File: config.mk
export PLATFORM = sky130hd
export DESIGN_NAME = fetch_unit_flat
export DESIGN_NICKNAME = d
export VERILOG_FILES = /design/src/rtl/fetch_unit_if.sv /design/src/rtl/fetch_unit.sv /design/src/flat_wrapper.sv
export SDC_FILE = /design/constraint.sdc
export NUM_CORES = 1
export LEC_CHECK = 0
export BUFFER_PORTS_ARGS = -buffer_cell sky130_fd_sc_hd__buf_2
export CORE_MARGIN = 2
export CORE_UTILIZATION = 47
export CTS_CLUSTER_DIAMETER = 30
export DETAILED_ROUTE_END_ITERATION = 7
export PLACE_DENSITY_LB_ADDON = 0.05
export SLEW_MARGIN = 20
export SYNTH_ARGS = -nofsm -noshare
export SYNTH_HDL_FRONTEND = slang
export SYNTH_SLANG_ARGS = --single-unit
File: constraint.sdc
create_clock -name CLK -period 3.88 [get_ports CLK]
set_clock_uncertainty 0.05 [all_clocks]
set_input_delay 0.194 -clock CLK [delete_from_list [all_inputs] [get_ports CLK]]
set_output_delay 0.194 -clock CLK [all_outputs]
set_load 0.01 [all_outputs]
File: src/rtl/fetch_unit_if.sv
// fetch_unit_if: instruction-memory read bus plus decode-stage handoff.
//   MemReq/MemAddr  fetch -> memory  read request and address
//   MemAck/MemData  memory -> fetch  acknowledge and read data
//   Instr/InstrAddr/InstrValid  fetch -> decode  registered instruction
//   Accept          decode -> fetch  decode consumes Instr this cycle
interface fetch_unit_if #(
    parameter int AW = 16,
    parameter int DW = 16
);
    logic          MemReq;
    logic [AW-1:0] MemAddr;
    logic          MemAck;
    logic [DW-1:0] MemData;
    logic [DW-1:0] Instr;
    logic [AW-1:0] InstrAddr;
    logic          InstrValid;
    logic          Accept;

    modport master (
        output MemReq, MemAddr, Instr, InstrAddr, InstrValid,
        input  MemAck, MemData, Accept
    );

    modport slave (
        input  MemReq, MemAddr, Instr, InstrAddr, InstrValid,
        output MemAck, MemData, Accept
    );
endinterface

File: src/rtl/fetch_unit.sv
// fetch_unit: instruction-fetch stage between the program counter and decode.
//   CLK       clock, rising edge
//   Init_n    asynchronous active-low reset
//   PC        current PC count
//   Halt      PC halt control, low only in the cycle decode accepts Instr
//   FetchErr  sticky watchdog error, cleared only by Init_n
//   bus       memory request/ack and decode handoff (master side)
module fetch_unit #(
    parameter int AW      = 16,
    parameter int DW      = 16,
    parameter int TIMEOUT = 15
) (
    input  logic          CLK,
    input  logic          Init_n,
    input  logic [AW-1:0] PC,
    output logic          Halt,
    output logic          FetchErr,
    fetch_unit_if.master  bus
);
    localparam int CW = $clog2(TIMEOUT + 1);

    typedef enum logic [1:0] {IDLE, REQ, HOLD, ERROR} state_t;

    state_t        state, nxt;
    logic [CW-1:0] cnt;
    logic [DW-1:0] instr;
    logic [AW-1:0] instr_addr;
    logic          mem_req;
    logic          instr_valid;

    always_ff @(posedge CLK or negedge Init_n)
        if (!Init_n) state <= IDLE;
        else         state <= nxt;

    // MemAck takes priority over the watchdog when both land in the same cycle
    always_comb begin
        nxt         = state;
        mem_req     = state == REQ;
        instr_valid = state == HOLD;
        FetchErr    = state == ERROR;
        Halt        = ~(state == HOLD && bus.Accept);
        case (state)
            IDLE:    nxt = REQ;
            REQ:     nxt = bus.MemAck ? HOLD : (cnt == CW'(TIMEOUT - 1)) ? ERROR : REQ;
            HOLD:    nxt = bus.Accept ? REQ : HOLD;
            default: nxt = ERROR;
        endcase
    end

    // cnt only runs while waiting in REQ, so it is already zero on every entry to REQ
    always_ff @(posedge CLK or negedge Init_n)
        if (!Init_n) begin
            cnt        <= '0;
            instr      <= '0;
            instr_addr <= '0;
        end else begin
            cnt <= (state == REQ && !bus.MemAck) ? cnt + 1'b1 : '0;
            if (state == REQ && bus.MemAck) begin
                instr      <= bus.MemData;
                instr_addr <= PC;
            end
        end

    assign bus.MemReq     = mem_req;
    assign bus.MemAddr    = mem_req ? PC : '0;
    assign bus.InstrValid = instr_valid;
    assign bus.Instr      = instr;
    assign bus.InstrAddr  = instr_addr;
endmodule

File: src/flat_wrapper.sv
// flat-port wrapper written by rule: the top's interface ports become plain ports
module fetch_unit_flat 
#(
    parameter int AW      = 16,
    parameter int DW      = 16,
    parameter int TIMEOUT = 15
)
  (CLK, Init_n, PC, Halt, FetchErr, bus_MemReq, bus_MemAddr, bus_Instr, bus_InstrAddr, bus_InstrValid, bus_MemAck, bus_MemData, bus_Accept);
  fetch_unit_if #(.AW(AW), .DW(DW)) bus_i ();
  input  logic CLK;
  input  logic Init_n;
  input  logic [AW-1:0] PC;
  output logic Halt;
  output logic FetchErr;
  output wire logic [$bits(bus_i.MemReq)-1:0] bus_MemReq;
  output wire logic [$bits(bus_i.MemAddr)-1:0] bus_MemAddr;
  output wire logic [$bits(bus_i.Instr)-1:0] bus_Instr;
  output wire logic [$bits(bus_i.InstrAddr)-1:0] bus_InstrAddr;
  output wire logic [$bits(bus_i.InstrValid)-1:0] bus_InstrValid;
  input wire logic [$bits(bus_i.MemAck)-1:0] bus_MemAck;
  input wire logic [$bits(bus_i.MemData)-1:0] bus_MemData;
  input wire logic [$bits(bus_i.Accept)-1:0] bus_Accept;
  assign bus_MemReq = bus_i.MemReq;
  assign bus_MemAddr = bus_i.MemAddr;
  assign bus_Instr = bus_i.Instr;
  assign bus_InstrAddr = bus_i.InstrAddr;
  assign bus_InstrValid = bus_i.InstrValid;
  assign bus_i.MemAck = bus_MemAck;
  assign bus_i.MemData = bus_MemData;
  assign bus_i.Accept = bus_Accept;
  fetch_unit #(.AW(AW), .DW(DW), .TIMEOUT(TIMEOUT)) u_core (.CLK(CLK), .Init_n(Init_n), .PC(PC), .Halt(Halt), .FetchErr(FetchErr), .bus(bus_i));
endmodule
## Word-level counts from Yosys, hierarchy flattened

Cells that the tools add are included.

| storage, ports and cells | value |
|---|---|
| register bits after elaboration | 38 |
| bits of input ports | 36 |
| logic and storage cells | 21 |

| cells by class | value |
|---|---|
| $add $sub $neg | 1 |
| equality and inequality tests | 4 |
| muxes and demuxes | 6 |
| bitwise logic cells | 1 |
| reductions and logical operators | 5 |

Operators by type and width:

| cell | count |
|---|---|
| $mux W16 | 1 |
| $mux W2 | 3 |
| $pmux W2 S3 | 1 |
| $add A4 B1 Y4 const B | 1 |
| $eq A2 B2 Y1 const B | 2 |
| $eq A4 B4 Y1 const B | 1 |
| $mux W4 | 1 |
| $logic_and A1 B1 Y1 | 3 |
| $eq A2 B1 Y1 const B | 1 |
| $logic_not A2 Y1 | 1 |
| $logic_not A1 Y1 | 1 |
| $not A1 Y1 | 1 |

## Logic depth before layout (Yosys ltp)

Gate-level depths: netlist of the first run.

| logic depth | value |
|---|---|
| word-level depth | 4 |
| gate-level depth with buffers | 4 |

## Worst setup path after synthesis of the first run

Ideal clock, no wire load.

| timing path | value |
|---|---|
| kind | reg-to-output |
| from | register u_core.state[1] |
| to | output bus_MemAddr[10] |
| data arrival time | 1.044 ns |
| required time | 3.636 ns |
| path slack | 2.592 ns |
| cell stages (with the launch flop) | 5 |
| cell sequence | dfrtp_1 > nand2b_1 > inv_2 > buf_2 > and2_1 |

| between the ends | value |
|---|---|
| longest elaborated chain between the ends | 2 |

Ends and longest elaborated chain:

| what | line | source |
|---|---|---|
| start, declared | fetch_unit.sv:24 | `state_t state, nxt;` |
| start signal, assigned | fetch_unit.sv:33 | `else state <= nxt;` |
| $eq A2 B1 Y1 | fetch_unit.sv:38 | `mem_req = state == REQ;` |
| named net bus_MemReq | flat_wrapper.sv:15 | `output wire logic [$bits(bus_i.MemReq)-1:0] bus_MemReq;` |
| $mux W16 | fetch_unit.sv:65 | `assign bus.MemAddr = mem_req ? PC : '0;` |
| end, declared | flat_wrapper.sv:16 | `output wire logic [$bits(bus_i.MemAddr)-1:0] bus_MemAddr;` |

The timed path passes the listed nets, and every way through them passes these cells.

## Worst setup path after layout of the first run

| timing path | value |
|---|---|
| from | register u_core.state[1] |
| to | output bus_MemAddr[13] |

| between the ends | value |
|---|---|
| longest elaborated chain between the ends | 2 |

Ends and longest elaborated chain:

| what | line |
|---|---|
| $eq A2 B1 Y1 | fetch_unit.sv:38 |
| $mux W16 | fetch_unit.sv:65 |

Every way passes these cells.

==> results of run 1 <==
-- cell usage in the layout (no fill, tap or decap) --
cell           instances
clkbuf_8               1
nor4b_1                1
o21a_1                 1
nor3_1                 3
xnor2_1                1
nand2b_1               2
nand4_1                1
dlygate4sd3_1          1
o2111ai_1              1
inv_2                  1
mux2_2                31
nand3b_4               1
mux2_1                 2
inv_1                  3
nand2_1                2
buf_2                 87
dfrtp_1               38
and2_1                16
nor4bb_1               1
nand3_1                1
clkbuf_4               5
ha_1                   2
-- worst max-delay path: stages, from the launching register on --
cell and delay [ns]:
dfrtp_1 0.43, nand2b_1 0.22, inv_2 0.21, and2_1 0.16, buf_2 0.13
-- layer usage --
metal / track usage / up-vias / wire length [um]
li1: - / 563 / -
met1: 0.184 / 564 / 1180
met2: 0.330 / 48 / 1730
met3: 0.0525 / 7 / 240
met4: 0.0833 / 0 / 51
met5: 0 / - / 0
-- metrics by stage --
| stage | setup WS [ns] | util | hold WS, ns | instance area [um^2] | total power [mW] |
|---|---|---|---|---|---|
| after floorplan | 2.59 | - | -0.152 | 1590 | 1.14 |
| after global placement | 2.39 | 0.629 | 0.274 | 2070 | 1.42 |
| after detailed placement | 2.34 | 0.629 | 0.288 | 2070 | 1.46 |
| after CTS | 2.12 | 0.648 | 0.0211 | 2130 | 1.66 |
| after global routing | 2.01 | 0.648 | 0.0112 | 2130 | 1.75 |
| final | 2.16 | 0.648 | 0.0389 | 2130 | 1.63 |
-- power by group through the flow --
stage	clock [mW]	sequential, mW	combinational, mW
floorplan	0	0.768	0.373
global placement	0	0.675	0.749
detailed placement	0	0.689	0.772
CTS	0.202	0.683	0.773
global route	0.224	0.704	0.824
finish	0.193	0.681	0.756
-- sequential cells by signal (all words and copies together), names as in the netlist --
name and cells:
u_core.cnt 4, u_core.bus.InstrAddr 16, u_core.state 2, u_core.bus.Instr 16
-- kinds of logic after synthesis --
family	after synthesis
AND/OR/NAND/NOR	28
multiplexers	33
adder cells (fa/ha/maj)	2
AO/OA/AOI/OAI	2
XOR/XNOR	1
buffers and inverters	8
flip-flops	38
-- layout make-up --
cell class	count	area, um^2
timing repair buffer	88	445
sequential	38	951
clock buffer	6	51.3
fill	291	1160
multi-input combinational	66	607
tap	46	57.6
inverter	4	15.0
-- worst min path at each step --
stage,startpoint,to,slack [ns],depth (start not counted)
floorplan,Init_n,u_core.bus.InstrAddr[0],-0.15,0
global placement,Init_n,u_core.bus.Instr[9],0.27,1
detailed placement,Init_n,u_core.bus.Instr[9],0.29,1
CTS,PC[5],u_core.bus.InstrAddr[5],0.02,2
global route,bus_MemData[4],u_core.bus.Instr[4],0.01,2
finish,bus_MemData[4],u_core.bus.Instr[4],0.04,2
-- repair_timing --
item / in CTS / in global routing
endpoints found under the hold margin: 38 / 0
setup endpoints to repair: 0 / 0
hold buffers: 1 / 0
==> results, run 1 <==
- The flow ran to the end, and the final reports show no timing, DRC or antenna violations.
- The synthesized net count is 150.
- The share of synthesized cell area in full adder, half adder and majority cells is 0.0157.
- The share of total power dissipated in the clock network is 0.118.
- The die is 62.2 um tall.
- Following the worst setup path forward leads to its endpoint at bus_MemAddr[13].
- The switching power share of the total is 0.353.
- The later pin in the worst-skew pair is clocked with a latency of 0.32 ns.
- The worst-path maximum fanout is 17.
- Max-cap violations in this run came to 0.
- The root buffer cell is clkbuf_4.
- The floorplan die width is 62.2 um.
- After synthesis, the cell types taking the most area are dfrtp_1 (60%), mux2_2 (22%), and2_1 (6.3%).
- In the final design database the tool counted 241 nets.
- The first global-routing pass estimated 5.33 mm of wire.
- The maximum vdd ir drop is 0.400 mV.
- The final cycle utilization of the critical path is 0.443.
- The number of buffers added for setup after CTS is 0.
- The cell taking the most area after synthesis is dfrtp_1.
- The fraction of synthesized cell area taken by the top area cell type is 0.597.
- Of the cells placed in the final design, the portion with a size suffix greater than 1 is 0.624.
- The total die area is 3870 um^2.
- The cell-internal power is 1.06 mW.
- The longest clock path from root to sink contains 2 buffers.
- After clock tree synthesis, the clock-pin slew on the worst setup and hold paths is 0.10 ns.
- The leakage dissipation is 1.11 nW.
- The number of different library cells in the post-synthesis netlist is 19.
- The source of the worst register-to-register timing path is u_core.state[1].
- Entering global routing, the biggest net connects 39 pins.
- Dividing the detail-routed wire length by the instance count gives 12.9 um.
- STA puts the critical path data required time at 3.64 ns.
- The part of the total power dissipated in sequential elements is 0.418.
- The arrival time at the worst endpoint is 1.47 ns.
- The share of the Yosys chip area taken by registers is 0.597.
- The min-delay analysis places its worst path in the category primary input to register.
- The parity-gate share of the synthesized area counting xor and xnor cells is 0.00550.
- The vias after detailed routing is 1182.
- The number of hold-slack violations in the final timing report is 0.
- For the final routed database, the setup TNS stands at 0 ns.
- In this run, synthesis produced a sequential element count of 38.
- After detailed placement, the design holds a cell count of 241.
- In the synthesized netlist the dominant register cell turns out to be dfrtp_1.
- Of the total synthesized cell area, the portion taken by AND, OR, NAND and NOR gates is 0.116.
- The half-perimeter wire length after placement is 2.45 mm.
- Tracing the worst setup path back leads to its startpoint at u_core.state[1].
- The initial utilization of the core area, before any placement, comes to 0.485.
- The pre-antenna-repair detailed-routing pass consisted of 3 iterations.
- The critical path class is register to primary output.
- In this run the tightest slew margin relative to its limit is 0.456.
- The number of input and output port buffers inserted is 87.
- The average footprint of a synthesized cell is 14.2 um^2.
- For this run, asynchronously set or reset flops after synthesis account for 1.00.
- The area added between synthesis and finish is 33.5%.
- The total overflow left after global routing is 0.
- The number of antenna cells inserted is 0.
- The number of antenna violations at the first check in global routing is 0.
- In the global route stage, overall resource usage came out at 0.178.
- The final setup violation count is 0.
- The number of slew-limit violations in the final report came to 0.
- The post-synthesis instance area is 1590 um^2.
- The cell with the most instances after synthesis is dfrtp_1.
- The worst setup path is captured at a primary output.
- The post-route minimum period is 1.72 ns.
- The final antenna-violating net count is 0.
- Sorting the synthesized cells by how often they occur yields dfrtp_1 (38), mux2_2 (31), and2_1 (16), buf_2 (4).
- For flop-to-flop paths, the worst setup slack is 2.35 ns.
- The share of total power dissipated in combinational logic is 0.464.
- Buffers inserted during clock tree synthesis total 5.
- The number of global-route vias before repair was 1226.
- The detailed router finished its first iteration with 35 violations.
- The kind of launch point of the worst setup path is a register.
- The core region is 3280 um^2.
- In the routed layout, each cell is associated on average with a via count of 4.77.
- Setup repair after global routing left no endpoint under its margin.
- TritonCTS built the clock tree.
- The number of levels in the clock H-tree is 2.
- Of the post-synthesis cell area, the part taken by muxes is 0.233.
- The ratio of total power to cell area is 766 nW/um^2.
- The count of yosys warnings during synthesis is 0.
- The main combinational cell family by area after synthesis is multiplexers.
- For this run, the top clock speed supported by timing is 582 MHz.
- For this design the total switching power over the nets is 575 uW.
- Wires add up to 3.19 mm.
- The global placement routability congestion is 0.651.
- Once layout is complete, the cells apart from fillers number 248.
- The worst register-to-register path ends at u_core.bus.InstrAddr[4].
- Clock tree synthesis found a total of 38 sinks.
- Pin placement for this block handled 88 I/O pins.
- Measured in cells, the most critical reg-to-reg path has a length of 2.
- The cell count after synthesis came out at 112.
- After detailed routing, the number of remaining DRC violations is 0.
- At the pin with the least slew margin, the transition time is 0.816 ns.
- The post-CTS resize count is 0.
- The compound-gate portion of the synthesized area came to 0.0102.
- The site row count is 21.
- The number of enable-type register cells in the synthesized netlist is 0.
(Power assumes the default switching activity.)
==> run 2: changes to the inputs <==
Settings changed: CORE_UTILIZATION 47 to 44.
Clock period 3.88 ns to 1.7 ns, I/O delays scaled along.
==> results, run 2 (synthesis gave the netlist of run 1 again) <==
- The flow ran to the end, and the final reports show no timing, DRC or antenna violations.
- For this run, the detailed router's first-pass iteration total came to 4.
- The kind of cell with the highest combined delay along the critical path is flip-flops.
- The number of slew-limit violations in the final report came to 0.
- For this run the aggregate overflow at the end of global routing stands at 0.
- In this run the worst path has a maximum fanout of 8.
- The number of hold-slack violations in the final timing report is 0.
- The vias after detailed routing is 1330.
- The total die area is 4120 um^2.
- The root buffer cell is clkbuf_4.
- After layout, the minimum clock period comes to 1.55 ns.
- Measured along the x axis, the die boundary spans 64.2 um.
- VDD sags by at most 1.07 mV.
- The initial core utilization is 0.466.
- The number of input and output port buffers inserted is 87.
- The number of global-route vias before repair is 1465.
- The endpoint kind of the worst setup timing path is a primary output.
- At the end of routability-driven placement, the weighted congestion stood at 0.685.
- The largest single stage delay on the critical path is 0.48 ns.
- After the first detailed-routing iteration, the DRC count stood at 21.
- The number of antenna violations at the first check in global routing is 0.
- Leaving out fill and tap cells, the most frequent cell in the layout is buf_2.
- The final sum of negative setup slack is 0 ns.
- The setup slack on the worst flop-to-flop path is 0.25 ns.
- The number of levels in the clock H-tree is 2.
- The clock latency of the later-clocked register in the worst-skew pair is 0.32 ns.
- The count of nets left with antenna violations once routing finished came out at 0.
- The analysis attributes to cell leakage a power of 1.28 nW.
- The worst pin sits at a relative slew slack of 0.806.
- The worst hold path class is primary input to async pin.
- The number of I/O pins is 88.
- Setup violations remaining at the end of the flow were counted as 0.
- Clock tree synthesis found a total of 38 sinks.
- Once placement completed, the tool counted placed cells totaling 243.
- The final cycle utilization of the critical path is 0.914.
- The wire length of the first global-routing pass is 6.33 mm.
- The number of buffers added by the clock tree synthesis step is 5.
- The kind of launch point of the worst setup path is a register.
- Based on the critical path, the design can be clocked at up to 643 MHz.
- In the routed layout, each cell is associated on average with a via count of 4.63.
- The final net count is 278.
- In the routed design, unresolved DRC markers number 0.
- The worst slack on hold paths is 0.190 ns.
- TritonCTS built the clock tree.
- For the pin with the worst max-slew slack, the measured transition is 0.287 ns.
- For this block, the routed nets add up to 3.84 mm of wire.
- The register clock-pin slew on the reported worst setup and hold paths is 0.11 ns.
- After floorplanning, the core was sized to cover 3420 um^2.
- The height of the die is 64.2 um.
- Across every metal layer, demand over resource in global routing totals 0.200.
- Together, buffers and inverters on the worst path number 2.
- In this run the core area contains 21 standard-cell rows.
- In the final layout, the share of cells above drive strength 1 is 0.552.
- The data required time of the critical path is 1.56 ns.
- Walking the worst path, the cells encountered are nand2b_4 -> clkinvlp_4 -> and2_1 -> buf_2.
- Setup repair after global routing left no endpoint under its margin.
- Entering global routing, the biggest net connects 39 pins.
- No sink is reached through more buffers than the 2 on the longest clock path.
- The number of buffers added for setup after CTS is 0.
- Leaving out fill and tap cells, the most frequent cells in the layout are buf_2 (87), dfrtp_1 (36), dlygate4sd3_1 (35), mux2_2 (31), and2_1 (16).
- The area added between synthesis and finish is 59.2%.
- Summing internal, switching and leakage power gives 3.95 mW.
- For this design the ratio of total power to cell area is 1560 nW/um^2.
- At the worst endpoint, the arrival time is 1.42 ns.
- The mean routed wirelength per cell is 13.4 um.
- The final instance count without filler cells is 287.
- The critical path class is register to primary output.
- 0 antenna diodes ended up in the layout.
- Max-cap violations in this run came to 0.
- The standard cell with the maximum stage delay on the critical path is dfrtp_2.
-- run 2: changes by cell type in the layout (fill, tap and decap cells not counted), sizes merged --
cell / change
buf: +2
clkbuf: +1
dlygate4sd3: +34
clkinvlp: +1
clkinv: +1
-- run 2: area by class of cell --
cell class	instances	area, um^2
fillers	236	880
clock buffers	7	55.1
repair buffers	124	826
inverters	4	17.5
repair inverters	1	7.51
multi-input cells	66	614
clock inverters	1	5.00
well taps	46	57.6
flip-flops and latches	38	953
-- run 2: power by group --
part           internal (mW)  leakage, nW  switching, mW  total, mW
sequential              1.33        0.452          0.248       1.58
combinational          0.999        0.795          0.897       1.90
clock                  0.201       0.0353          0.276      0.476
-- run 2: worst register-to-register path: cells and delay by family (launching register included) --
family	cells	cell delay [ns]
buffers and inverters	1	0.25
flip-flops	1	0.45
multiplexers	1	0.29
AND/OR/NAND/NOR	1	0.31
-- run 2: what timing repair did --
action | 4_1_cts | 5_1_grt
gates resized for setup | 0 | 5
endpoints found under the setup margin | 0 | 16
hold endpoints to repair | 75 | 0
hold buffers | 35 | 0
-- run 2: per-layer routing --
layer | part of all wire | wire [um] | GRT usage
met4 | 0.0021 | 8 | 0.0612
met2 | 0.57 | 2190 | 0.405
met3 | 0.055 | 211 | 0.0511
met5 | 0 | 0 | 0
met1 | 0.37 | 1430 | 0.192
-- run 2: path summary, 6_finish.rpt --
| kind | startpoint | to | cells past startpoint |
|---|---|---|---|
| max | u_core.state[0] | bus_MemAddr[5] | 4 |
| min | Init_n | u_core.bus.Instr[13] | 3 |
| max reg2reg | u_core.state[1] | u_core.bus.Instr[10] | 3 |
| min reg2reg | u_core.cnt[0] | u_core.cnt[0] | 1 |
| max in group asynchronous | Init_n | u_core.state[1] | 3 |
| min in group CLK | u_core.cnt[0] | u_core.cnt[0] | 1 |
-- run 2: stage by stage --
| stage | worst slack (ns) | utilization | instance area [um^2] |
|---|---|---|---|
| after detailed placement | 0.245 | 0.616 | 2110 |
| final | 0.145 | 0.742 | 2540 |
| after global routing | 0.0465 | 0.742 | 2540 |
| after floorplan | 0.416 | - | 1590 |
| after global placement | 0.314 | 0.616 | 2110 |
| after CTS | 0.0138 | 0.737 | 2520 |
